`src/rtl/msdap_pkg.sv`:
```
// Shared types and helpers for the MSDAP output collector.
// Latency: n/a (declarations and a combinational helper only).
// Backpressure: n/a.
package msdap_pkg;

    localparam int OUTCOL_WORD_W = 40;

    typedef enum logic [1:0] {
        IDLE,
        SHIFT,
        PUSH
    } outcol_state_t;

    // Clamp a 24-bit two's complement value into the signed 16-bit range.
    function automatic logic [15:0] sat16(input logic signed [23:0] x);
        logic [15:0] r;
        if (x > 24'sd32767) begin
            r = 16'h7FFF;
        end else if (x < -24'sd32768) begin
            r = 16'h8000;
        end else begin
            r = x[15:0];
        end
        return r;
    endfunction

endpackage

```
`src/rtl/outcol_fifo.sv`:
```
// Synchronous first-word-fall-through FIFO; the head is visible on dout whenever empty=0.
// Latency: a push is visible at the head on the cycle after the write edge.
// Backpressure: a push while full is ignored unless a pop happens on the same edge.
module outcol_fifo #(
    parameter int WIDTH = 80,
    parameter int DEPTH = 4
) (
    input  logic                     Sclk,
    input  logic                     Reset,
    input  logic                     push,
    input  logic [WIDTH-1:0]         din,
    input  logic                     pop,
    output logic [WIDTH-1:0]         dout,
    output logic                     empty,
    output logic                     full,
    output logic [$clog2(DEPTH):0]   level
);

    localparam int AW = $clog2(DEPTH);

    logic [WIDTH-1:0] mem [DEPTH];
    logic [AW-1:0]    wrPtr;
    logic [AW-1:0]    rdPtr;
    logic [AW:0]      count;
    logic             doPush;
    logic             doPop;

    assign empty  = (count == '0);
    assign full   = (count == (AW+1)'(DEPTH));
    assign level  = count;
    assign doPop  = pop & ~empty;
    // When full, the slot being written is the one being popped on the same edge.
    assign doPush = push & (~full | doPop);
    // Show zero rather than stale storage while nothing is queued.
    assign dout   = empty ? '0 : mem[rdPtr];

    // Storage array; no reset needed because reads are masked while empty.
    always_ff @(posedge Sclk) begin
        if (doPush) begin
            mem[wrPtr] <= din;
        end
    end

    // Pointers wrap naturally because DEPTH is a power of two.
    always_ff @(posedge Sclk) begin
        if (Reset) begin
            wrPtr <= '0;
            rdPtr <= '0;
            count <= '0;
        end else begin
            if (doPush) begin
                wrPtr <= wrPtr + AW'(1);
            end
            if (doPop) begin
                rdPtr <= rdPtr + AW'(1);
            end
            case ({doPush, doPop})
                2'b10:   count <= count + (AW+1)'(1);
                2'b01:   count <= count - (AW+1)'(1);
                default: count <= count;
            endcase
        end
    end

endmodule

```
`src/rtl/msdap_output_collector.sv`:
```
// Deserialises the MSDAP L/R serial result streams and queues each pair; optional OUTCOL_SAT16_EN adds 16-bit saturated views.
// Latency: last serial bit at cycle N gives out_valid at cycle N+2 when the queue was empty.
// Backpressure: out_valid/out_ready pop; a completed pair arriving while full with no pop is dropped and flagged.
module msdap_output_collector
    import msdap_pkg::*;
#(
    parameter int WORD_W = OUTCOL_WORD_W,
    parameter int DEPTH  = 4,
    parameter int CNT_W  = 16
) (
    input  logic                     Sclk,
    input  logic                     Reset,
    input  logic                     Frame,
    input  logic                     OutReady,
    input  logic                     OutputL,
    input  logic                     OutputR,
    output logic                     out_valid,
    input  logic                     out_ready,
    output logic [WORD_W-1:0]        out_L,
    output logic [WORD_W-1:0]        out_R,
    output logic [$clog2(DEPTH):0]   fifo_level,
    output logic [CNT_W-1:0]         sample_count,
    output logic                     overflow,
    output logic                     frame_err
`ifdef OUTCOL_SAT16_EN
    ,
    output logic [15:0]              out_L16,
    output logic [15:0]              out_R16
`endif
);

    localparam int CW = $clog2(WORD_W);
    localparam logic [CW-1:0] BIT_LAST = CW'(WORD_W - 1);

    outcol_state_t       state;
    outcol_state_t       stateNext;
    logic [CW-1:0]       bitCnt;
    logic [CW-1:0]       bitCntNext;
    logic [WORD_W-1:0]   sregL;
    logic [WORD_W-1:0]   sregR;
    logic [WORD_W-1:0]   sregLNext;
    logic [WORD_W-1:0]   sregRNext;
    logic                pushReq;
    logic                setFrameErr;
    logic                popReq;
    logic                fifoEmpty;
    logic                fifoFull;
    logic [2*WORD_W-1:0] headDat;

    // Shift FSM state, bit counter and the two deserialising registers.
    always_ff @(posedge Sclk) begin
        if (Reset) begin
            state  <= IDLE;
            bitCnt <= '0;
            sregL  <= '0;
            sregR  <= '0;
        end else begin
            state  <= stateNext;
            bitCnt <= bitCntNext;
            sregL  <= sregLNext;
            sregR  <= sregRNext;
        end
    end

    // Next-state logic: a Frame with OutReady always starts a fresh word with the MSB.
    always_comb begin
        stateNext   = state;
        bitCntNext  = bitCnt;
        sregLNext   = sregL;
        sregRNext   = sregR;
        pushReq     = 1'b0;
        setFrameErr = 1'b0;
        case (state)
            IDLE: begin
                if (Frame && OutReady) begin
                    sregLNext  = {{(WORD_W-1){1'b0}}, OutputL};
                    sregRNext  = {{(WORD_W-1){1'b0}}, OutputR};
                    bitCntNext = CW'(1);
                    stateNext  = SHIFT;
                end
            end
            SHIFT: begin
                if (!OutReady) begin
                    // Burst ended early: drop the partial word.
                    setFrameErr = 1'b1;
                    bitCntNext  = '0;
                    stateNext   = IDLE;
                end else if (Frame) begin
                    // Re-sync mid-word: this bit is the MSB of a new word.
                    setFrameErr = 1'b1;
                    sregLNext   = {{(WORD_W-1){1'b0}}, OutputL};
                    sregRNext   = {{(WORD_W-1){1'b0}}, OutputR};
                    bitCntNext  = CW'(1);
                end else begin
                    sregLNext = {sregL[WORD_W-2:0], OutputL};
                    sregRNext = {sregR[WORD_W-2:0], OutputR};
                    if (bitCnt == BIT_LAST) begin
                        bitCntNext = '0;
                        stateNext  = PUSH;
                    end else begin
                        bitCntNext = bitCnt + CW'(1);
                    end
                end
            end
            PUSH: begin
                pushReq = 1'b1;
                if (Frame && OutReady) begin
                    sregLNext  = {{(WORD_W-1){1'b0}}, OutputL};
                    sregRNext  = {{(WORD_W-1){1'b0}}, OutputR};
                    bitCntNext = CW'(1);
                    stateNext  = SHIFT;
                end else begin
                    stateNext = IDLE;
                end
            end
            default: begin
                bitCntNext = '0;
                stateNext  = IDLE;
            end
        endcase
    end

    assign popReq = out_valid & out_ready;

    // Status: every completed pair counts, even when the queue drops it.
    always_ff @(posedge Sclk) begin
        if (Reset) begin
            sample_count <= '0;
            overflow     <= 1'b0;
            frame_err    <= 1'b0;
        end else begin
            if (pushReq) begin
                sample_count <= sample_count + CNT_W'(1);
                if (fifoFull && !popReq) begin
                    overflow <= 1'b1;
                end
            end
            if (setFrameErr) begin
                frame_err <= 1'b1;
            end
        end
    end

    outcol_fifo #(
        .WIDTH (2*WORD_W),
        .DEPTH (DEPTH)
    ) u_fifo (
        .Sclk  (Sclk),
        .Reset (Reset),
        .push  (pushReq),
        .din   ({sregL, sregR}),
        .pop   (popReq),
        .dout  (headDat),
        .empty (fifoEmpty),
        .full  (fifoFull),
        .level (fifo_level)
    );

    assign out_valid = ~fifoEmpty;
    assign out_L     = headDat[2*WORD_W-1:WORD_W];
    assign out_R     = headDat[WORD_W-1:0];

`ifdef OUTCOL_SAT16_EN
    // Saturated 16-bit views take the upper 24 bits of each head word.
    assign out_L16 = sat16(out_L[WORD_W-1:WORD_W-24]);
    assign out_R16 = sat16(out_R[WORD_W-1:WORD_W-24]);
`endif

endmodule

```
`config.mk`:
```
export PLATFORM = sky130hd
export DESIGN_NAME = msdap_output_collector
export DESIGN_NICKNAME = d
export VERILOG_FILES = /design/src/rtl/msdap_pkg.sv /design/src/rtl/outcol_fifo.sv /design/src/rtl/msdap_output_collector.sv
export SDC_FILE = /design/constraint.sdc
export NUM_CORES = 1
export LEC_CHECK = 0
export CORE_ASPECT_RATIO = 1.2
export CORE_MARGIN = 1
export CORE_UTILIZATION = 55
export CTS_CLUSTER_SIZE = 10
export DETAILED_ROUTE_END_ITERATION = 8
export HOLD_SLACK_MARGIN = 0.03
export PLACE_DENSITY = 0.84
export SLEW_MARGIN = 5
export SYNTH_ARGS = -nofsm -noshare
export SYNTH_HDL_FRONTEND = slang
export SYNTH_HIERARCHICAL = 1
export SYNTH_SLANG_ARGS = --single-unit
```
`constraint.sdc`:
```
create_clock -name Sclk -period 4.1 [get_ports Sclk]
set_input_delay 0.82 -clock Sclk [delete_from_list [all_inputs] [get_ports Sclk]]
set_output_delay 0.82 -clock Sclk [all_outputs]
set_load 0.01 [all_outputs]
```
==> summary.txt <==
Outcome
  – Status: completed

Flow run
  – Max-cap violation count: 0

Yosys
  – Syn Nets: approximately 1100
  – Post-synth top flop: edfxtp_1
  – Top-count cell post-synth: edfxtp_1
  – Mapped Area: 16800 sq um
  – Commonest cells in the synthesized netlist: 320 x edfxtp_1, 115 x dfxtp_1, 91 x a21oi_1
  – Largest family of logic cells by synthesized area: multiplexers
  – Leading area contributor after synthesis: edfxtp_1
  – Number of enable flip-flop cells after synthesis: 320
  – Post-synth top area share: 57.2%
  – Mux cell area share after synthesis: 11.0%
  – Seq/Total Area, Yosys: between 70% and 80%
  – Synth cell types: 52
  – Post-Synth Adder-Cell Area: less than 1%
  – Post-synthesis simple-gate area fraction: approximately 10%
  – YS warnings: 6
  – Synth Register Bits: around 440
  – Post-synthesis compound-gate area fraction: 3.67%
  – Mapped Cells: about 1100
  – Post-synthesis area per instance: about 16 sq um
  – Top cells by area, synth: edfxtp_1 57%, dfxtp_1 14%, mux4_2 11%
  – Post-Synth XOR/XNOR Area: less than 1%
  – Ys async rst share: 0%

Timing
  – Slew headroom: a little over a third
  – RSZ-0062 raised after global routing: no
  – Tightest Pin Transition: 0.958 ns
  – F_max: between 200 and 300 MHz
  – Clock Skews: approximately 0.0074 ns
  – Minimum clock period: between 3 and 4 ns
  – Fin crit share: 87.4%
  – Setup TNS: 0 ns
  – Setup Viol. Count Final: 0
  – Final hold violations: 0
  – Max Slew Vio Count: 0

Floorplan
  – Die X: approximately 160 microns
  – Top Ports: approximately 110
  – Rows: between 60 and 70
  – Die footprint: ~31000 sq um
  – CORE AREA: roughly 30000 sq um
  – DIE HEIGHT: about 190 microns
  – Initial Util: a little under three fifths

Global route
  – Vias in the first global route: roughly 9700
  – Largest net degree at the start of global routing: 81
  – Tot GR Track Use: a little over a fifth
  – Antenna violations before repair: 0
  – First-pass GRT wire length: around 52000 microns
  – Total gr overflow: 0

Setup path
  – CP max FO: 80
  – Critical Path Sink Type: output port
  – CP Data Arrival Time: between 2 and 3 ns
  – Setup CP Type: reg -> out
  – Startpoint types: register
  – WP data required: about 3.3 ns

Cells and area
  – Synth-to-Final Area Change: 16.9%
  – Nets: roughly 1200
  – Core Util, Final: 65.9%
  – Multi-input combinational cell area: between 4000 and 5000 sq um
  – Layout cell share with drive strength beyond 1: 13.8%
  – ANT cells: 0
  – Storage element area: between 10000 and 15000 sq um
  – Fillers: 1931

CTS
  – Clock Sink Count: approximately 440
  – Worst-path clk slew: 0.06 ns
  – CTS Buffer Depth: 3
  – Worst skew pair latency: 0.54 ns
  – Post-cts repair resize count: 0
  – Num CTS Buffers: 49
  – Hold-fix buffers, CTS: 0
  – Number of H-tree levels: 2
  – Root Buffer: clkbuf_16
  – CTS tree: yes
  – Post-CTS setup buffers: 0

Place
  – PortBufs: around 110
  – Post-DP HPWL: 17000 microns
  – RePlAce Congestion: about 0.74

Pwr
  – Sequential power share: a little over half
  – Psw: 0.00167 W
  – Sw frac: 19.3%
  – LEAKAGE: approximately 6.1 nW
  – Internal power: 0.00700 W
  – Combinational power share: under 10%
  – VDD IR max: 303 uV
  – PwrDens: 442 nW/um^2
  – Clock power share: ~45%

Routing
  – Drt wl/cell: about 20 microns
  – Detailed Routing Iterations Pass 1: 5
  – Total Wirelength: about 33000 microns
  – Iter 0 DRT Violations: 696
  – Vias/cell: between 5 and 6
  – DRC viols: 0
  – Total number of vias: between 9000 and 10000
  – Routed Antenna Nets: 0

Min path
  – Hold Path Class: reg -> reg
[power groups by stage]
stage	logic [W]	registers, W	clock network [W]
after floorplan	0.0000658	0.00476	0
after global placement	0.0000941	0.00476	0
after detailed placement	0.0000966	0.00476	0
after CTS	0.0000973	0.00467	0.00396
after global routing	0.000104	0.00467	0.00414
final	0.0000980	0.00467	0.00390
[cell families after synthesis]
| kind of cell | Yosys count |
|---|---|
| XOR/XNOR | 17 |
| AO/OA/AOI/OAI | 114 |
| AND/OR/NAND/NOR | 332 |
| adder cells (fa/ha/maj) | 7 |
| buffers and inverters | 84 |
| flip-flops | 435 |
| multiplexers | 84 |
[routing by layer]
layer	share of wire, %	vias up	global-route usage [%]	wire length, microns
met4	3.2	0	8.94	1060
met2	52	360	37.2	17100
met5	0	-	0	0
li1	-	4239	-	-
met1	39	4669	26.6	12700
met3	6.2	68	3.58	2050
[critical path, cell delays in order (launching register included)]
cell	delay, ns
dfxtp_4	0.35
buf_12	0.51
mux4_2	0.65
nor2b_1	0.16
clkdlybuf4s50_1	0.50
[flip-flops by register name, summed over array words and instances (netlist names), 2 cells and up, named ones only]
name          count
u_fifo/wrPtr      2
sample_count     16
bitCnt            6
u_fifo/mem      320
u_fifo/level      3
sregL            40
sregR            40
state             2
u_fifo/rdPtr      2
[metrics by stage]
stage / cells / setup WS [ns] / total power, W / area, sq um / hold WS (ns)
after detailed placement: 1515 / 0.914 / 0.00486 / 18200 / 0.446
after global routing: 1605 / 0.401 / 0.00892 / 19600 / 0.469
after global placement: 1515 / 0.887 / 0.00485 / 18200 / 0.439
after CTS: 1605 / 0.470 / 0.00873 / 19600 / 0.461
final: 1605 / 0.518 / 0.00867 / 19600 / 0.455
after floorplan: 1073 / 0.331 / 0.00483 / 16800 / 0.459
[layout make-up]
cell class                      count  area share (%)
Tap cell                          390            2.49
Clock buffer                       88            7.21
Inverter                           11           0.210
Multi-Input combinational cell    554            22.7
Clock inverter                      2          0.0701
Timing Repair Buffer              125            6.59
Sequential cell                   435            60.7
[path summary, 6_finish.rpt]
kind	startpoint	to	slack, ns	depth (start not counted)
worst max-delay path	register	out_R[15]	0.52	4
worst min-delay path	frame_err	frame_err	0.45	2
worst max register to register	u_fifo/level[0]	u_fifo/mem[3][33]	1.29	8
worst min register to register	frame_err	frame_err	0.45	2
[cell usage in the layout (no fill, tap or decap), drive strengths merged, types with 2 or more instances in the layout]
| cell | netlist | layout |
|---|---|---|
| edfxtp | 320 | 320 |
| dfxtp | 115 | 115 |
| clkdlybuf4s50 | 0 | 107 |
| a21oi | 91 | 91 |
| nand2 | 88 | 88 |
| nand3 | 88 | 88 |
| clkbuf | 23 | 88 |
| nor2b | 87 | 87 |
| mux4 | 80 | 80 |
| nor2 | 26 | 26 |
| buf | 50 | 18 |
| inv | 11 | 12 |
| xor2 | 9 | 9 |
| nand4 | 8 | 8 |
| xnor2 | 8 | 8 |
| o21ai | 8 | 8 |
| ha | 6 | 6 |
| nor3 | 6 | 6 |
| and2 | 6 | 6 |
| nand2b | 5 | 5 |
| or3 | 4 | 4 |
| a31oi | 3 | 3 |
| nand3b | 3 | 3 |
| and3 | 2 | 2 |
| mux2 | 2 | 2 |
| nor4 | 2 | 2 |
| mux2i | 2 | 2 |
| and2b | 2 | 2 |
| o211ai | 2 | 2 |
Power figures use the tool's default switching activity.
